`src/rtl/l2_spi_pkg.sv`:
```
// Shared SPI definitions: mode encoding, link-FSM states and edge-select helper.
package l2_spi_pkg;

  // Mode encoding is {CPOL, CPHA}.
  localparam logic [1:0] SpiMode0 = 2'b00;
  localparam logic [1:0] SpiMode1 = 2'b01;
  localparam logic [1:0] SpiMode2 = 2'b10;
  localparam logic [1:0] SpiMode3 = 2'b11;

  typedef enum logic [1:0] {
    StIdle,
    StLoad,
    StActive
  } spi_state_e;

  // High when data is sampled on the rising SCLK edge.
  function automatic logic sample_on_rise(input logic cpol, input logic cpha);
    logic [1:0] mode;
    logic       rise;
    mode = {cpol, cpha};
    rise = 1'b0;
    case (mode)
      SpiMode0, SpiMode3: rise = 1'b1;
      SpiMode1, SpiMode2: rise = 1'b0;
      default:            rise = 1'b0;
    endcase
    return rise;
  endfunction

endpackage

```
`src/rtl/l2_spi_sync_edge.sv`:
```
// Synchronizer chain for one asynchronous pin with registered rise/fall strobes.
module l2_spi_sync_edge #(
  parameter int unsigned SYNC_STAGES = 2,
  parameter logic        RESET_VAL   = 1'b0
) (
  input  logic clk_i,
  input  logic rst_i,
  input  logic sig_i,
  output logic rise_o,
  output logic fall_o
);

  logic [SYNC_STAGES-1:0] sync_q, sync_d;
  logic                   prev_q, prev_d;
  logic                   rise_q, rise_d;
  logic                   fall_q, fall_d;

  always_comb begin
    sync_d = {sync_q[SYNC_STAGES-2:0], sig_i};
    prev_d = sync_q[SYNC_STAGES-1];
    rise_d = sync_q[SYNC_STAGES-1] & ~prev_q;
    fall_d = ~sync_q[SYNC_STAGES-1] & prev_q;
  end

  always_ff @(posedge clk_i) begin
    if (rst_i) begin
      sync_q <= {SYNC_STAGES{RESET_VAL}};
      prev_q <= RESET_VAL;
      rise_q <= 1'b0;
      fall_q <= 1'b0;
    end else begin
      sync_q <= sync_d;
      prev_q <= prev_d;
      rise_q <= rise_d;
      fall_q <= fall_d;
    end
  end

  assign rise_o = rise_q;
  assign fall_o = fall_q;

endmodule

```
`src/rtl/l2_spi_slave_byte.sv`:
```
// SPI slave endpoint: oversampled SCLK/CS_N/MOSI, word shift in/out, TX holding register.
module l2_spi_slave_byte
  import l2_spi_pkg::*;
#(
  parameter int unsigned DATA_WIDTH  = 8,
  parameter logic        CPOL        = 1'b0,
  parameter logic        CPHA        = 1'b0,
  parameter int unsigned SYNC_STAGES = 2,
  parameter logic        MSB_FIRST   = 1'b1
) (
  input  logic                  clk,
  input  logic                  rst,
  input  logic                  i_sclk,
  input  logic                  i_cs_n,
  input  logic                  i_mosi,
  output logic                  o_miso,
  output logic                  o_miso_oe,
  input  logic [DATA_WIDTH-1:0] im_tx_data,
  input  logic                  im_tx_valid,
  output logic                  om_tx_ready,
  output logic [DATA_WIDTH-1:0] om_rx_data,
  output logic                  om_rx_valid,
  output logic                  om_sclk_rise,
  output logic                  om_sclk_fall,
  output logic                  om_busy,
  output logic                  om_tx_underrun
);

  localparam int unsigned CntW         = $clog2(DATA_WIDTH + 1);
  localparam logic        SampleOnRise = sample_on_rise(CPOL, CPHA);

  function automatic logic first_bit(input logic [DATA_WIDTH-1:0] w);
    return MSB_FIRST ? w[DATA_WIDTH-1] : w[0];
  endfunction

  logic sclk_rise, sclk_fall, cs_rise, cs_fall;
  logic sample_stb, shift_stb, selected, abort, do_load, mosi_bit;
  logic [DATA_WIDTH-1:0] rx_next;

  spi_state_e            state_q, state_d;
  logic [SYNC_STAGES:0]  mosi_q, mosi_d;
  logic [DATA_WIDTH-1:0] tx_shift_q, tx_shift_d;
  logic [DATA_WIDTH-1:0] rx_shift_q, rx_shift_d;
  logic [DATA_WIDTH-1:0] hold_q, hold_d;
  logic [DATA_WIDTH-1:0] rx_data_q, rx_data_d;
  logic [CntW-1:0]       cnt_q, cnt_d;
  logic                  hold_valid_q, hold_valid_d;
  logic                  loaded_q, loaded_d;
  logic                  rx_valid_q, rx_valid_d;
  logic                  underrun_q, underrun_d;

  l2_spi_sync_edge #(
    .SYNC_STAGES(SYNC_STAGES),
    .RESET_VAL  (CPOL)
  ) u_sync_sclk (
    .clk_i (clk),
    .rst_i (rst),
    .sig_i (i_sclk),
    .rise_o(sclk_rise),
    .fall_o(sclk_fall)
  );

  // Resetting the CS_N chain low means a select already held at reset release never
  // looks like a falling edge; the master must toggle CS_N to start a frame.
  l2_spi_sync_edge #(
    .SYNC_STAGES(SYNC_STAGES),
    .RESET_VAL  (1'b0)
  ) u_sync_cs (
    .clk_i (clk),
    .rst_i (rst),
    .sig_i (i_cs_n),
    .rise_o(cs_rise),
    .fall_o(cs_fall)
  );

  // One extra MOSI stage matches the registered edge strobes.
  assign mosi_bit   = mosi_q[SYNC_STAGES];
  assign sample_stb = SampleOnRise ? sclk_rise : sclk_fall;
  assign shift_stb  = SampleOnRise ? sclk_fall : sclk_rise;
  assign selected   = (state_q != StIdle);
  assign abort      = selected & cs_rise;

  always_comb begin
    state_d      = state_q;
    mosi_d       = {mosi_q[SYNC_STAGES-1:0], i_mosi};
    tx_shift_d   = tx_shift_q;
    rx_shift_d   = rx_shift_q;
    hold_d       = hold_q;
    hold_valid_d = hold_valid_q;
    rx_data_d    = rx_data_q;
    cnt_d        = cnt_q;
    loaded_d     = loaded_q;
    rx_valid_d   = 1'b0;
    underrun_d   = 1'b0;
    do_load      = 1'b0;
    rx_next      = MSB_FIRST ? {rx_shift_q[DATA_WIDTH-2:0], mosi_bit}
                             : {mosi_bit, rx_shift_q[DATA_WIDTH-1:1]};

    unique case (state_q)
      StIdle: begin
        if (cs_fall) state_d = StLoad;
      end
      StLoad: begin
        if (abort) begin
          state_d = StIdle;
        end else begin
          do_load = 1'b1;
          state_d = StActive;
        end
      end
      StActive: begin
        if (abort) begin
          state_d  = StIdle;
          cnt_d    = '0;
          loaded_d = 1'b0;
        end else if (sample_stb) begin
          rx_shift_d = rx_next;
          if (cnt_q == CntW'(DATA_WIDTH - 1)) begin
            rx_data_d  = rx_next;
            rx_valid_d = 1'b1;
            cnt_d      = '0;
            loaded_d   = 1'b0;
          end else begin
            cnt_d = cnt_q + 1'b1;
          end
        end else if (shift_stb) begin
          // Counter at zero with no word loaded marks the start of a new word.
          if (cnt_q == '0 && !loaded_q) begin
            do_load = 1'b1;
          end else if (cnt_q != '0) begin
            tx_shift_d = MSB_FIRST ? (tx_shift_q << 1) : (tx_shift_q >> 1);
          end
        end
      end
      default: state_d = StIdle;
    endcase

    if (do_load) begin
      loaded_d = 1'b1;
      cnt_d    = '0;
      if (hold_valid_q) begin
        tx_shift_d   = hold_q;
        hold_valid_d = 1'b0;
      end else begin
        tx_shift_d = '0;
        underrun_d = 1'b1;
      end
    end

    // Write is judged on the registered flag, so a same-cycle load cannot see it.
    if (im_tx_valid && !hold_valid_q) begin
      hold_d       = im_tx_data;
      hold_valid_d = 1'b1;
    end
  end

  always_ff @(posedge clk) begin
    if (rst) begin
      state_q      <= StIdle;
      mosi_q       <= '0;
      tx_shift_q   <= '0;
      rx_shift_q   <= '0;
      hold_q       <= '0;
      hold_valid_q <= 1'b0;
      rx_data_q    <= '0;
      cnt_q        <= '0;
      loaded_q     <= 1'b0;
      rx_valid_q   <= 1'b0;
      underrun_q   <= 1'b0;
    end else begin
      state_q      <= state_d;
      mosi_q       <= mosi_d;
      tx_shift_q   <= tx_shift_d;
      rx_shift_q   <= rx_shift_d;
      hold_q       <= hold_d;
      hold_valid_q <= hold_valid_d;
      rx_data_q    <= rx_data_d;
      cnt_q        <= cnt_d;
      loaded_q     <= loaded_d;
      rx_valid_q   <= rx_valid_d;
      underrun_q   <= underrun_d;
    end
  end

  always_comb begin
    o_miso = 1'b0;
    if (state_q == StLoad) begin
      o_miso = hold_valid_q ? first_bit(hold_q) : 1'b0;
    end else if (state_q == StActive) begin
      o_miso = first_bit(tx_shift_q);
    end
  end

  assign o_miso_oe      = selected;
  assign om_busy        = selected;
  assign om_tx_ready    = ~hold_valid_q;
  assign om_rx_data     = rx_data_q;
  assign om_rx_valid    = rx_valid_q;
  assign om_tx_underrun = underrun_q;
  assign om_sclk_rise   = sclk_rise & selected;
  assign om_sclk_fall   = sclk_fall & selected;

endmodule

```
`config.mk`:
```
export PLATFORM = sky130hd
export DESIGN_NAME = l2_spi_slave_byte
export DESIGN_NICKNAME = d
export VERILOG_FILES = /design/src/rtl/l2_spi_pkg.sv /design/src/rtl/l2_spi_sync_edge.sv /design/src/rtl/l2_spi_slave_byte.sv
export SDC_FILE = /design/constraint.sdc
export NUM_CORES = 1
export LEC_CHECK = 0
export ABC_CLOCK_PERIOD_IN_PS = 2200
export CORE_MARGIN = 2
export CORE_UTILIZATION = 35
export DETAILED_ROUTE_END_ITERATION = 8
export DONT_BUFFER_PORTS = 1
export PLACE_DENSITY = 0.57
export REMOVE_ABC_BUFFERS = 1
export SETUP_SLACK_MARGIN = 0.5
export SYNTH_ARGS = -nofsm -noshare
export SYNTH_HDL_FRONTEND = slang
export SYNTH_SLANG_ARGS = --single-unit
```
`constraint.sdc`:
```
create_clock -name clk -period 2.2 [get_ports clk]
set_clock_uncertainty 0.1 [all_clocks]
set_input_delay 0.33 -clock clk [delete_from_list [all_inputs] [get_ports clk]]
set_output_delay 0.33 -clock clk [all_outputs]
set_load 0.05 [all_outputs]
```
==> impl_metrics.tcl, run 1 <==
set metrics [dict create \
    synth-seq-area-share_pct 49.29 \
    reg2reg_depth 6 \
    cts_buffer_depth 2 \
    dp_hpwl_mm 2.739 \
    leakage_uw 0.0009890 \
    boundaryPins 30 \
    grt.overflow.total 0 \
    netlist_area_um2 2193 \
    synth-async-reset-ratio_pct 0 \
    powerDensity_nw_per_um2 758.1 \
    crit_fanout 5 \
    slew_viol_final 0 \
    avgSynthCellArea_um2 8.844 \
    maxCapViolations 0 \
    wl_per_cell_um 13.41 \
    drc_errors 0 \
    ir_worst_vdd_mv 0.3693 \
    worst_hold_slack_ps 29.19 \
    clkPwrFrac_pct 33.4 \
    grt_pass1_wl_mm 7.624 \
    clk_latency_ps 310 \
    p_total_uw 2065 \
    die_h_um 83.16 \
    seqPwrFrac_pct 49.7 \
    grt_usage_pct 13.33 \
    fmax_ghz 0.5712 \
    final_common_cell "dfxtp_1" \
    ys_ff_latch 54 \
    clkSinkCount 54 \
    rows 28 \
    slew_headroom_pct 63.02 \
    path_clk_slew_ps 100 \
    area_delta_synth_final_pct 24.19 \
    critical_path_class "register to register" \
    drt-vias-per-instance 4.959 \
    swShare_pct 27.22 \
    worstSetupStartpointType "register" \
    critPathRequiredTime_ps 2330 \
    tns_ps 0 \
    critPathCaptureType "register" \
    initial_utilization_pct 36.61 \
    grt_pass1_vias 1590 \
    cts_tree "done" \
    port_buffers 0 \
    n_fill_cell 569 \
    status "finished clean" \
    die_area_um2 6916 \
    finalHoldViolations 0 \
    combinationalPowerShare_pct 16.9 \
    synth_edf_count 0 \
    fin_crit_sh_pct 79.58 \
    htreeDepth 2 \
    die_w_um 83.16 \
    r2r-end "tx_shift_q[7]" \
    worstMarginPinSlew_ps 553.6 \
    numCtsBuffers 5 \
    netlist_instances 248 \
    synth_ff_type "dfxtp_1" \
    layout_common_cells "50 x dfxtp_1, 41 x nand2_1, 29 x a21oi_1" \
    startpoint "cnt_q[1]" \
    hold_path_class "primary input to register" \
    arrival_ps 1880 \
    antenna_found_initial 0 \
    rr_startpoint "cnt_q[1]" \
    drive_gt1_share_pct 23.88 \
    rsz0062_at_grt "true" \
    ys_warn_count 0 \
    crit_path_end "tx_shift_q[7]" \
    drtIter0Drc 156 \
    finalSetupViolCount 0 \
    gp_congestion 0.7535 \
    vias 1701 \
    yosys.cell_types.count 40 \
    p_switching_uw 562.2 \
    fin_nets 286 \
    drtPass1Iterations 4 \
    ant_nets 0 \
    core_um2 5991 \
    rrSetupSlack_ps 450 \
    grt_max_degree 40 \
    n_antenna_cell 0 \
    drt_wl_total_mm 4.598 \
    root_buffer "clkbuf_8" \
    finalCriticalPeriod_ps 1751 \
    p_int_uw 1503 \
]
==> area by class of cell <==
cell class / count / area (um2) / area share [%]
well taps: 75 / 93.84 / 3.445
clock inverters: 3 / 48.80 / 1.791
clock buffers: 5 / 68.82 / 2.526
multi-input cells: 165 / 1104 / 40.51
flip-flops and latches: 54 / 1089 / 39.96
inverters: 15 / 58.81 / 2.159
repair buffers: 26 / 261.5 / 9.600
==> layer usage <==
layer  GRT usage, %  part of all wire (%)  up-vias  routed length, um
met3          3.579                   3.8        9                174
li1               -                     -      874                  -
met4          5.663                   2.3        0                106
met2          20.45                    46       36               2098
met1          17.66                    48      782               2217
met5              0                     0        -                  0
==> stage by stage <==
| step | cell area [um2] | util (%) | cells | setup slack [ps] |
|---|---|---|---|---|
| floorplan | 2117 | - | 234 | -119.8 |
| global placement | 2271 | 37.91 | 317 | 319.8 |
| detailed placement | 2271 | 37.91 | 317 | 275.3 |
| CTS | 2621 | 43.76 | 334 | 462.9 |
| global route | 2724 | 45.47 | 343 | 389.6 |
| finish | 2724 | 45.47 | 343 | 449.2 |
==> synth_stat cells, types with 2 or more instances <==
master    number  area (um2)
buf_4          3       22.52
nor2_1         5       18.77
nor3b_1        2       15.01
buf_2          4       20.02
nand2b_1       3       18.77
o21ai_0        9       45.04
and3_1         2       12.51
nand2_1       42       157.7
nor2b_1       17       106.4
buf_1          2       7.510
a22oi_1        2       15.01
a21oi_1       30       150.1
nand3_1       15       75.07
o22ai_1        7       43.79
inv_1         15       56.30
mux2i_1        6       60.06
ha_1           5       62.56
dfxtp_1       54        1081
clkbuf_1       4       15.01
==> worst max-delay path, stage by stage, from the launching register on <==
cell and delay [ps]:
dfxtp_2 330, inv_1 60, ha_1 150, or3b_4 430, nand2b_4 180, o21a_1 230, o32ai_2 200
==> logic make-up after synthesis <==
kind of cell	Yosys count	synth area share [%]
multiplexers	6	2.738
adder cells (fa/ha/maj)	5	2.852
AND/OR/NAND/NOR	97	23.56
flip-flops	54	49.29
AO/OA/AOI/OAI	57	15.52
buffers and inverters	29	6.046
==> worst min path at each step <==
stage                                  start            endpoint  slack, ps  cells past startpoint
final                                    rst       tx_shift_q[7]         30                      1
after global routing                     rst       tx_shift_q[7]         20                      1
after global placement    u_sync_sclk.prev_q  u_sync_sclk.rise_o        290                      1
after detailed placement    u_sync_cs.prev_q    u_sync_cs.rise_o        290                      1
after floorplan             u_sync_cs.prev_q    u_sync_cs.rise_o        280                      1
after CTS                                rst       tx_shift_q[7]         20                      1
==> power by group through the flow <==
stage                     combinational [uW]  clock [uW]  sequential [uW]
final                                    350         689             1030
after CTS                                322         713             1020
after detailed placement                 216           0             1040
after floorplan                          171           0             1040
after global routing                     374         750             1030
after global placement                   215           0             1040
==> repair_timing <==
action,4_1_cts,5_1_grt
endpoints found under the setup margin,33,34
setup buffers,7,9
resized for setup,35,10
pin swaps,2,4
hold buffers,2,0
hold endpoints to repair,39,0
==> sequential cells by signal, summed over array words and instances (netlist names), 2 cells and up <==
register            count
state_q                 2
mosi_q                  3
om_rx_data              8
u_sync_sclk.sync_q      2
u_sync_cs.sync_q        2
cnt_q                   4
rx_shift_q              7
hold_q                  8
tx_shift_q              8
Note: power is estimated with default switching activity, not from simulation.
==> run 2: changes to the inputs <==
--- a/config.mk
+++ b/config.mk
@@ -5,12 +5,12 @@
 export SDC_FILE = /design/constraint.sdc
 export NUM_CORES = 1
 export LEC_CHECK = 0
-export ABC_CLOCK_PERIOD_IN_PS = 2200
+export ABC_CLOCK_PERIOD_IN_PS = 1600
 export CORE_MARGIN = 2
 export CORE_UTILIZATION = 35
 export DETAILED_ROUTE_END_ITERATION = 8
 export DONT_BUFFER_PORTS = 1
-export PLACE_DENSITY = 0.57
+export PLACE_DENSITY = 0.59
 export REMOVE_ABC_BUFFERS = 1
 export SETUP_SLACK_MARGIN = 0.5
 export SYNTH_ARGS = -nofsm -noshare
==> constraint.sdc (replaced) <==
create_clock -name clk -period 1.6 [get_ports clk]
set_clock_uncertainty 0.1 [all_clocks]
set_input_delay 0.24 -clock clk [delete_from_list [all_inputs] [get_ports clk]]
set_output_delay 0.24 -clock clk [all_outputs]
set_load 0.05 [all_outputs]
==> run 2 against run 1 <==
  * The flow now finishes with violations (hold timing, setup timing)
  * Setup slack got worse by 550 ps
  * Hold slack worse by 140 ps
  * Global-route usage rose by 2.0 points
  * Clock power grew 31%
  * Non-clock buffer count increased by 29
  * Largest cell class unchanged
  * Largest power group unchanged
  * Highest routed layer unchanged
==> impl_metrics.tcl, run 2 (synthesis gave the netlist of run 1 again) <==
set metrics [dict create \
    slew_headroom_pct 72.18 \
    worstMarginPinSlew_ps 416.5 \
    rows 28 \
    critPathRequiredTime_ps 1730 \
    grt_usage_pct 15.31 \
    fin_ws_ps -105.8 \
    die_area_um2 6916 \
    fmax_ghz 0.5863 \
    dpl_worst_slack_ps -245.9 \
    drc_errors 0 \
    finalSetupViolCount 22 \
    fin_nets 316 \
    numCtsBuffers 5 \
    n_antenna_cell 0 \
    port_buffers 0 \
    slew_viol_final 0 \
    ir_worst_vdd_mv 0.5541 \
    drtPass1Iterations 4 \
    fin_crit_sh_pct 106.6 \
    area_delta_synth_final_pct 56.70 \
    wl_per_cell_um 14.43 \
    grt_pass1_vias 1817 \
    crit_fanout 5 \
    postPlaceCellArea_um2 2484 \
    leakage_uw 0.001309 \
    finalHoldViolations 38 \
    reg2reg_depth 6 \
    holdBufCountCts 3 \
    dp_hpwl_mm 3.058 \
    powerDensity_nw_per_um2 851.2 \
    gp_congestion 0.7439 \
    antenna_found_initial 0 \
    maxCapViolations 0 \
    finalCriticalPeriod_ps 1706 \
    boundaryPins 30 \
    drive_gt1_share_pct 55.37 \
    drt_wl_total_mm 5.382 \
    status "finished with violations" \
    drtIter0Drc 146 \
    htreeDepth 2 \
    clkSinkCount 54 \
    root_buffer "clkbuf_8" \
    hold_path_class "primary input to register" \
    violations "hold timing, setup timing" \
    path_clk_slew_ps 90 \
    worst_hold_slack_ps -114.0 \
    stdcell_count 373 \
    die_w_um 83.16 \
    p_total_uw 2926 \
    worstSetupStartpointType "register" \
    drt-vias-per-instance 5.110 \
    critical_path_class "register to register" \
    cts_tree "done" \
    critPathCaptureType "register" \
    die_h_um 83.16 \
    multiInputGateArea_um2 1433 \
    final_common_cell "dfxtp_1" \
    grt_max_degree 45 \
    dp.cells 342 \
    rsz0062_at_grt "true" \
    hold_depth 1 \
    grt_pass1_wl_mm 8.728 \
    n_fill_cell 500 \
    initial_utilization_pct 36.61 \
    clk_latency_ps 310 \
    cts_buffer_depth 2 \
    arrival_ps 1840 \
    fin_area_um2 3437 \
    grt.overflow.total 0 \
    layout_common_cells "39 x dfxtp_1, 22 x nand2_1, 21 x buf_4" \
    vias 1906 \
    regArea_um2 1115 \
    core_um2 5991 \
    ant_nets 0 \
]
-- run 2: changes by cell type in the layout (fill, tap and decap cells not counted), moves of 10 or more --
cell / delta
nand2_1: -19
a21oi_1: -18
a21oi_2: +18
buf_6: +14
dfxtp_1: -11
nand2_2: +10
-- run 2: per-stage QoR --
stage / utilization, % / hold WS (ps) / setup TNS (ps)
after floorplan: - / 209.1 / -4907
after global placement: 41.46 / 213.5 / -2250
after detailed placement: 41.46 / 214.7 / -2546
after CTS: 52.11 / -127.0 / -1039
after global routing: 57.37 / -144.6 / -3247
final: 57.37 / -114.0 / -1434
-- run 2: power by group --
part | internal (uW) | switching (uW) | total, uW
logic | 310 | 319 | 630
registers | 1370 | 21.7 | 1390
clock network | 467 | 437 | 904
-- run 2: what timing repair did --
action,in CTS,in global routing
cloned,5,1
buffers inserted,7,7
hold endpoints to repair,41,38
pin swaps,11,19
resized for setup,106,62
setup endpoints to repair,57,57
-- run 2: worst paths after layout --
path                                       start               end  slack, ps
worst max-delay path                    cnt_q[0]     tx_shift_q[7]       -110
worst min-delay path                         rst         hold_q[3]       -110
worst max register to register          cnt_q[0]     tx_shift_q[7]       -110
worst min register to register  u_sync_cs.prev_q  u_sync_cs.rise_o        320
-- run 2: critical path, stage by stage, from the launching register on --
cell,delay (ps)
dfxtp_2,330
inv_2,60
ha_4,120
or3b_4,420
nand2b_4,200
o21a_4,220
o32ai_2,180
-- run 2: layer usage --
layer,part of all wire (%),track usage (%)
met2,49,24.34
met5,0,0
met1,47,20.06
met3,2.5,3.280
met4,1.7,6.557
-- run 2: cell type report --
cell class              count  share of cell area [%]
clock inverters             2                   1.092
clock buffers               6                   2.111
well taps                  75                   2.730
inverters                  15                   2.002
flip-flops and latches     54                   32.44
multi-input cells         166                   41.68
repair buffers             55                   17.95
